--- config.mk ---
export PLATFORM = sky130hd
export DESIGN_NAME = alu_execute
export DESIGN_NICKNAME = d
export VERILOG_FILES = /design/src/rtl/alu_pkg.sv /design/src/rtl/alu_mul_iter.sv /design/src/rtl/alu_execute.sv
export SDC_FILE = /design/constraint.sdc
export NUM_CORES = 1
export LEC_CHECK = 0
export CORE_MARGIN = 4
export CORE_UTILIZATION = 40
export CTS_CLUSTER_DIAMETER = 60
export DETAILED_ROUTE_END_ITERATION = 12
export PLACE_DENSITY = 0.64
export SKIP_LAST_GASP = 1
export SYNTH_ARGS = -nofsm -noshare
export SYNTH_HDL_FRONTEND = slang
export SYNTH_SLANG_ARGS = --single-unit
--- constraint.sdc ---
create_clock -name clk_i -period 4.9 [get_ports clk_i]
set_clock_uncertainty 0.1 [all_clocks]
set_input_delay 0.49 -clock clk_i [delete_from_list [all_inputs] [get_ports clk_i]]
set_output_delay 0.49 -clock clk_i [all_outputs]
set_load 0.02 [all_outputs]
--- src/rtl/alu_pkg.sv ---
// Shared definitions for the ALU execute stage and the ALU control decoder:
// opcode encoding, FSM state encoding and the default datapath width.
package alu_pkg;

    localparam int XLEN_DEF = 32;

    typedef enum logic [2:0] {
        ALU_AND  = 3'b000,
        ALU_XOR  = 3'b001,
        ALU_SLL  = 3'b010,
        ALU_ADD  = 3'b011,
        ALU_SUB  = 3'b100,
        ALU_MUL  = 3'b101,
        ALU_ADDI = 3'b110,
        ALU_SRAI = 3'b111
    } alu_op_e;

    typedef enum logic {
        ST_IDLE = 1'b0,
        ST_MUL  = 1'b1
    } alu_state_e;

endpackage

--- src/rtl/alu_mul_iter.sv ---
// Iterative shift-add multiplier: one multiplier bit per cycle, LSB first,
// 32 iterations. done/product are combinational on the final iteration.
module alu_mul_iter #(
    parameter int XLEN = 32
) (
    input  logic            clk_i,
    input  logic            rst_i,
    input  logic            start,
    input  logic            flush,
    input  logic [XLEN-1:0] a,
    input  logic [XLEN-1:0] b,
    output logic            busy,
    output logic            done,
    output logic [XLEN-1:0] product
);

    logic [4:0]      cnt;
    logic [XLEN-1:0] acc;
    logic [XLEN-1:0] mcand;
    logic [XLEN-1:0] mplier;
    logic [XLEN-1:0] addend;

    assign addend  = mplier[0] ? mcand : '0;
    assign product = acc + addend;
    // Counter value 31 means the current edge completes iteration 32.
    assign done    = busy && !flush && (cnt == 5'd31);

    always_ff @(posedge clk_i or negedge rst_i) begin
        if (!rst_i) begin
            busy   <= 1'b0;
            cnt    <= '0;
            acc    <= '0;
            mcand  <= '0;
            mplier <= '0;
        end else if (flush) begin
            busy <= 1'b0;
        end else if (start) begin
            busy   <= 1'b1;
            cnt    <= '0;
            acc    <= '0;
            mcand  <= a;
            mplier <= b;
        end else if (busy) begin
            acc    <= product;
            mcand  <= mcand << 1;
            mplier <= mplier >> 1;
            cnt    <= cnt + 5'd1;
            if (cnt == 5'd31)
                busy <= 1'b0;
        end
    end

endmodule

--- src/rtl/alu_execute.sv ---
// ALU execute stage: single-cycle logic/arith/shift ops and a multiply that is
// iterative by default or single-cycle when ALU_FAST_MUL_EN is defined.
module alu_execute
    import alu_pkg::*;
#(
    parameter int XLEN = XLEN_DEF
) (
    input  logic            clk_i,
    input  logic            rst_i,
    input  logic            valid_i,
    input  logic [2:0]      ALUCtrl_i,
    input  logic [XLEN-1:0] data1_i,
    input  logic [XLEN-1:0] data2_i,
    input  logic            flush_i,
    output logic            ready_o,
    output logic            valid_o,
    output logic [XLEN-1:0] data_o,
    output logic            zero_o
);

    logic [4:0]      shamt;
    logic [XLEN-1:0] res;
    logic            accept;
    logic            res_load;
    logic [XLEN-1:0] res_val;

    assign shamt  = data2_i[4:0];
    assign accept = valid_i && ready_o && !flush_i;

    always_comb begin
        res = '0;
        case (alu_op_e'(ALUCtrl_i))
            ALU_AND:           res = data1_i & data2_i;
            ALU_XOR:           res = data1_i ^ data2_i;
            ALU_SLL:           res = data1_i << shamt;
            ALU_ADD, ALU_ADDI: res = data1_i + data2_i;
            ALU_SUB:           res = data1_i - data2_i;
            ALU_SRAI:          res = $signed(data1_i) >>> shamt;
`ifdef ALU_FAST_MUL_EN
            ALU_MUL:           res = data1_i * data2_i;
`endif
            default:           res = '0;
        endcase
    end

`ifdef ALU_FAST_MUL_EN
    assign ready_o  = 1'b1;
    assign res_load = accept;
    assign res_val  = res;
`else
    alu_state_e      state_q, state_d;
    logic            is_mul;
    logic            mul_busy;
    logic            mul_done;
    logic [XLEN-1:0] mul_product;

    assign is_mul  = (ALUCtrl_i == ALU_MUL);
    assign ready_o = (state_q == ST_IDLE);

    alu_mul_iter #(.XLEN(XLEN)) u_mul (
        .clk_i   (clk_i),
        .rst_i   (rst_i),
        .start   (accept && is_mul),
        .flush   (flush_i && state_q == ST_MUL),
        .a       (data1_i),
        .b       (data2_i),
        .busy    (mul_busy),
        .done    (mul_done),
        .product (mul_product)
    );

    always_ff @(posedge clk_i or negedge rst_i) begin
        if (!rst_i)
            state_q <= ST_IDLE;
        else
            state_q <= state_d;
    end

    always_comb begin
        state_d = state_q;
        case (state_q)
            ST_IDLE: if (accept && is_mul) state_d = ST_MUL;
            ST_MUL:  if (flush_i || mul_done || !mul_busy) state_d = ST_IDLE;
            default: state_d = ST_IDLE;
        endcase
    end

    assign res_load = (accept && !is_mul) || mul_done;
    assign res_val  = mul_done ? mul_product : res;
`endif

    // data_o/zero_o only move on a result; they hold across flushes and idles.
    always_ff @(posedge clk_i or negedge rst_i) begin
        if (!rst_i) begin
            valid_o <= 1'b0;
            data_o  <= '0;
            zero_o  <= 1'b1;
        end else begin
            valid_o <= res_load;
            if (res_load) begin
                data_o <= res_val;
                zero_o <= (res_val == '0);
            end
        end
    end

endmodule

== Yosys cells after proc, flatten, opt, wreduce, memory -nomap -nowiden ==
Index checks and enable logic that the tools add are counted.

* Output and inout port bits: 35
* Register bits: 137
* Logic and storage cells: 64
* Bits of input ports: 71

* Eq/ne operators: 8
* Bitwise logic cells: 4
* Multiplexer cells: 18
* Reduce and logical (&&, ||, !) cells: 19
* Shifts and indexed selects: 2
* Add/sub/neg operators: 4

{| class="wikitable"
|+ Operator list
! kind !! number
|-
| 32-bit 2-to-1 mux || 8
|-
| 32-bit case mux with 6 select lines || 1
|-
| 32-bit adder || 2
|-
| 32-bit bitwise AND || 1
|-
| 32-bit logical NOT || 1
|-
| 32-bit by 5-bit left shift with 32-bit output || 1
|-
| 32-bit by 5-bit >>> shifter with 32-bit output || 1
|-
| 32-bit subtractor || 1
|-
| 32-bit XOR || 1
|-
| 3-bit equality test (second input constant) || 4
|-
| 5-bit 2-to-1 mux || 2
|-
| 1-bit logical AND || 7
|-
| 3-bit by 2-bit equality test with 1-bit output (second input constant) || 2
|-
| 1-bit 2-to-1 mux || 6
|-
| 5-bit by 1-bit adder with 5-bit output (second input constant) || 1
|-
| 5-bit equality test (second input constant) || 1
|-
| 1-bit logical NOT || 4
|-
| 3-bit by 1-bit equality test with 1-bit output (second input constant) || 1
|-
| 3-bit logical NOT || 1
|-
| 1-bit logical OR || 3
|-
| 1-bit NOT || 2
|-
| 1-bit case mux with 2 select lines || 1
|-
| 2-bit AND reduction || 1
|-
| 2-bit nonzero test || 1
|-
| 2-bit OR reduction || 1
|}

== Longest topological paths before layout ==
* Depth in word-level cells: 8
* Mapped depth: 28
* Depth with buffers taken out: 22

== Cells and area by module ==
Synthesis repeated with hierarchy kept, for this count alone.

* Cells, all modules: 1942
* Area, all modules: 16138.0 µm²

{| class="wikitable"
|+ Modules (own cells, without submodules)
! module !! sequential area each (µm²) !! area each (µm²) !! times used !! cells each
|-
| alu_execute || 877.1 || 9709.3 || 1 || 1227
|-
| alu_mul_iter || 2552.4 || 6428.7 || 1 || 715
|}

== Worst setup path after synthesis ==
No wires, ideal clock.

* Path kind: in2reg
* Start point: input port data2_i[1]
* End point: register zero_o
* Library setup time: 0.062 ns
* Data required time: 4.738 ns
* Slack: -0.066 ns
* Path buffers: 4
* Stages on the path: 26
* Data arrival time: 4.804 ns
* Cells stage by stage: buf_2 -> inv_2 -> buf_2 -> clkbuf_1 -> ha_1 -> nand3b_1 -> nor2_1 -> nand2_1 -> nor2_1 -> nand2_1 -> nor2_1 -> a21oi_1 -> xnor2_1 -> ha_1 -> clkbuf_1 -> a21oi_1 -> o21bai_1 -> a21o_1 -> a21o_1 -> a21o_1 -> a21o_1 -> a211o_1 -> xnor2_1 -> a221oi_1 -> nand4_1 -> nand2_1

* Word-level cells in the longest chain between the ends: 4
* Elaborated cells on any way between the ends: 9
* Those cells by class: add/sub: 2; shift: 2; mux: 2; bitwise: 2; reduce/logical: 1

{| class="wikitable"
|+ Ends and longest elaborated chain
! item !! line !! RTL
|-
| from (decl) || alu_execute.sv:13 || <nowiki>input logic [XLEN-1:0] data2_i,</nowiki>
|-
| 32-bit subtractor (tied with other cells) || alu_execute.sv:37 || <nowiki>ALU_SUB: res = data1_i - data2_i;</nowiki>
|-
| 32-bit case mux with 6 select lines (*) || alu_execute.sv:32 || <nowiki>case (alu_op_e'(ALUCtrl_i))</nowiki>
|-
| 32-bit 2-to-1 mux (*) || alu_execute.sv:89 || <nowiki>assign res_val = mul_done ? mul_product : res;</nowiki>
|-
| 32-bit logical NOT (*) || alu_execute.sv:102 || <nowiki>zero_o <= (res_val == '0);</nowiki>
|-
| to (signal assigned) || alu_execute.sv:102 ||
|-
| to (decl) || alu_execute.sv:18 || <nowiki>output logic zero_o</nowiki>
|}

Every way passes the cells marked *; elsewhere a longest branch is shown, timed or not.
A chain may end at the register's enable or synchronous reset.

== Worst setup path after layout ==
* Start point: input port ALUCtrl_i[2]
* End point: register zero_o

* Word-level cells in the longest chain between the ends: 5
* Elaborated cells on any way between the ends: 15
* Those cells by class: eq/ne: 7; mux: 2; reduce/logical: 6

{| class="wikitable"
|+ Ends and longest elaborated chain
! item !! line !! RTL
|-
| from (decl) || alu_execute.sv:11 || <nowiki>input logic [2:0] ALUCtrl_i,</nowiki>
|-
| 3-bit by 2-bit equality test with 1-bit output / 3-bit equality test (equally long branches) || alu_execute.sv:32 ||
|-
| 2-bit OR reduction || alu_execute.sv:32 ||
|-
| 32-bit case mux with 6 select lines || alu_execute.sv:32 ||
|-
| 32-bit 2-to-1 mux || alu_execute.sv:89 ||
|-
| 32-bit logical NOT || alu_execute.sv:102 ||
|}

Parallel ways exist; a longest one is shown, timed or not.

==> impl_metrics.yaml <==
clock_network:
  cts_tree: "built"
  clock_latency_ns: 0.46
  cts_inserted_buffers: 17
  clockBufferDepth: 2
  htreeDepth: 4
  cts.sinks: 137
  clk_pin_slew_ns: 0.06
  cts_root_buf: "clkbuf_16"
  cts_setup_buffers: 0
timing:
  finalSetupViolCount: 0
  min_period_ns: 4.618
  hold_viol: 0
  finalMaxSlewViolations: 0
  achievable-frequency_mhz: 216.6
  tightest_slew_ns: 1.276
  fin_crit_sh_pct: 94.24
  rsz0062_at_grt: "false"
  relSlewSlack_pct: 14.64
logic_synthesis:
  yosysSeqAreaShare_pct: 22.42
  synth_mux_area_share_pct: 14.17
  yosys.area.top_type: "dfrtp_1"
  syn-instance-count: 1970
  synth-adder-area-share_pct: 8.277
  synth_fp_nets: 2141
  syn_area_um2: 15300
  synth_edf_count: 0
  yosysUniqueCellTypes: 91
  avgSynthCellArea_um2: 7.766
  synth_top_family_by_area: "compound AO/OA/AOI/OAI gates"
  synth_top_area_share_pct: 22.25
  synthTopCellsByArea: "dfrtp_1 22%, ha_1 8.0%, nand2_1 7.9%"
  yosys.area_share.simple_pct: 21.04
  synth_flop_cell: "dfrtp_1"
  synth_compound_area_share_pct: 24.70
  synth_warnings: 0
  ys_ff_latch: 137
  async_reset_ff_share_pct: 100.0
  synth_xor_area_share_pct: 4.695
die:
  dieArea_um2: 41440
  start_util_pct: 40.62
  core-area_um2: 37670
  io_pins: 106
  num_rows: 71
  die_x_um: 203.6
  die_y_um: 203.6
power_and_ir_drop:
  p_switching_mw: 3.113
  p_int_mw: 3.799
  leakagePower_nw: 8.240
  switching_share_pct: 45.03
  power.density_nw_per_um2: 367.5
  p_seq_share_pct: 26.4
  ir_drop_mv: 0.2701
  comb_power_share_pct: 54.5
  p_clk_share_pct: 19.1
finish:
  syn_to_final_growth_pct: 22.94
  layout-drive-gt1-share_pct: 16.66
  final_cell_mix: "322 x nand2_1, 241 x nor2_1, 230 x buf_4"
  final_net_count: 2367
  utilization_pct: 49.93
  layout_commonest_cell: "nand2_1"
  antennaDiodeCount: 0
  instances_no_fill: 2720
job:
  drv_cap: 0
detailed_routing:
  dr_wl_met2_um: 29750
  dr.pass1.iters: 6
  postRouteAntennaNets: 0
  wire_per_inst_um: 24.84
  top_layer_used: "met4"
  wl_met3_um: 5781
  drc: 0
  vias: 16730
  met1Wirelength_um: 28860
  routed_wl_um: 67560
  drtIter0Drc: 1776
  routed_via_density: 6.152
global_route:
  track_usage_pct: 32.24
  grt_overflow: 0
  grt_antenna_before_repair: 0
  grt_pass1_wl_um: 101700
  first_global_vias: 16120
  grt_start_max_net_pins: 78
place:
  place.gp.congestion: 1.025
  portBuffers: 105
  hpwl_um: 52970
  placed_cells: 2687
critical_path:
  startpoint_type: "input port"
  crit_type: "input port to register"
  startpoint: "ALUCtrl_i[2]"
  required_ns: 5.20
  reg2reg_setup_slack_ns: 0.62
  r2r-start: "u_mul.mplier[0]"
  cp_max_fo: 5
  arrival_ns: 4.92
  endpoint_kind: "register"
min_path:
  worstHoldStart: "data2_i[1]"
  hold_class: "input port to register"
status:
  status: "finished clean"
[flip-flops by register name (all words and copies together), names as in the netlist]
signal        cells
u_mul.cnt         5
state_q           1
valid_o           1
u_mul.busy        1
u_mul.mplier     32
u_mul.acc        32
u_mul.mcand      32
data_o           32
zero_o            1
[power groups by stage]
stage / registers (mW) / clock network (mW) / logic [mW]
global route: 1.88 / 1.39 / 4.10
detailed placement: 1.84 / 0 / 3.69
CTS: 1.82 / 1.35 / 3.70
global placement: 1.82 / 0 / 3.65
floorplan: 1.83 / 0 / 2.26
finish: 1.83 / 1.32 / 3.77
[per-layer routing]
layer  GRT usage (%)  vias to the layer above
met3           6.774                      128
met5               0                        -
met2           49.97                      779
met4           13.23                        0
li1                -                     7676
met1           43.99                     8150
[critical path: stages]
cell	delay, ns
clkdlybuf4s50_1	0.48
nand2b_1	0.11
or2_2	0.36
o21ai_0	0.37
inv_1	0.09
ha_1	0.27
nor2b_1	0.14
o2111ai_1	0.31
a21o_1	0.28
a21oi_1	0.11
xnor2_1	0.34
nor3_1	0.11
a2111oi_0	0.81
buf_4	0.26
nor4b_2	0.19
nand4_1	0.12
nand2_1	0.09
[what timing repair did]
action,CTS,global route
hold endpoints to repair,42,0
setup endpoints to repair,0,2
gates resized for setup,0,9
hold buffers,1,0
[cells in the mapped netlist, drive strengths merged (33+ instances only)]
library cell,instances
nand2,324
nor2,243
a21oi,170
dfrtp,136
ha,98
o21ai,90
clkbuf,88
mux2i,82
a31oi,80
xnor2,56
buf,43
mux2,39
mux4,39
and2,37
nor3,34
inv,33
[metrics by stage]
| stage | worst slack [ns] | hold WS (ns) | cell area [um2] | TNS, ns | power (mW) |
|---|---|---|---|---|---|
| floorplan | 0.05158 | 0.09441 | 15300 | 0 | 4.090 |
| detailed placement | -0.3709 | 0.3622 | 18180 | -0.6425 | 5.526 |
| global placement | -0.3328 | 0.3658 | 18180 | -0.4913 | 5.462 |
| global route | 0.01120 | 0.2351 | 18810 | 0 | 7.361 |
| finish | 0.2823 | 0.2450 | 18810 | 0 | 6.912 |
| CTS | 0.1171 | 0.2070 | 18770 | 0 | 6.870 |
[cell families after synthesis]
| logic type | count (synthesis) |
|---|---|
| AOI/OAI and AO/OA | 579 |
| xor gates and xnor gates | 82 |
| adders and majority gates | 100 |
| buffers and inverters | 165 |
| DFF | 137 |
| muxes | 160 |
| and+or+nand+nor | 747 |
[worst paths after layout]
kind                                    end  cells past startpoint
min                         u_mul.mplier[1]                      3
min in group asynchronous      u_mul.acc[2]                      2
min reg2reg                          zero_o                      2
max in group asynchronous  u_mul.mplier[14]                      3
max                                  zero_o                     17
max reg2reg                          zero_o                     13
[area by class of cell]
type,instances,area [um2]
Clock buffer,20,436.7
Clock inverter,12,142.6
Fill cell,3767,18860
Inverter,34,127.6
Multi-Input combinational cell,1668,11210
Sequential cell,137,3430
Tap cell,511,639.4
Timing Repair Buffer,338,2819
No activity file was read; power rests on OpenSTA's default activity.
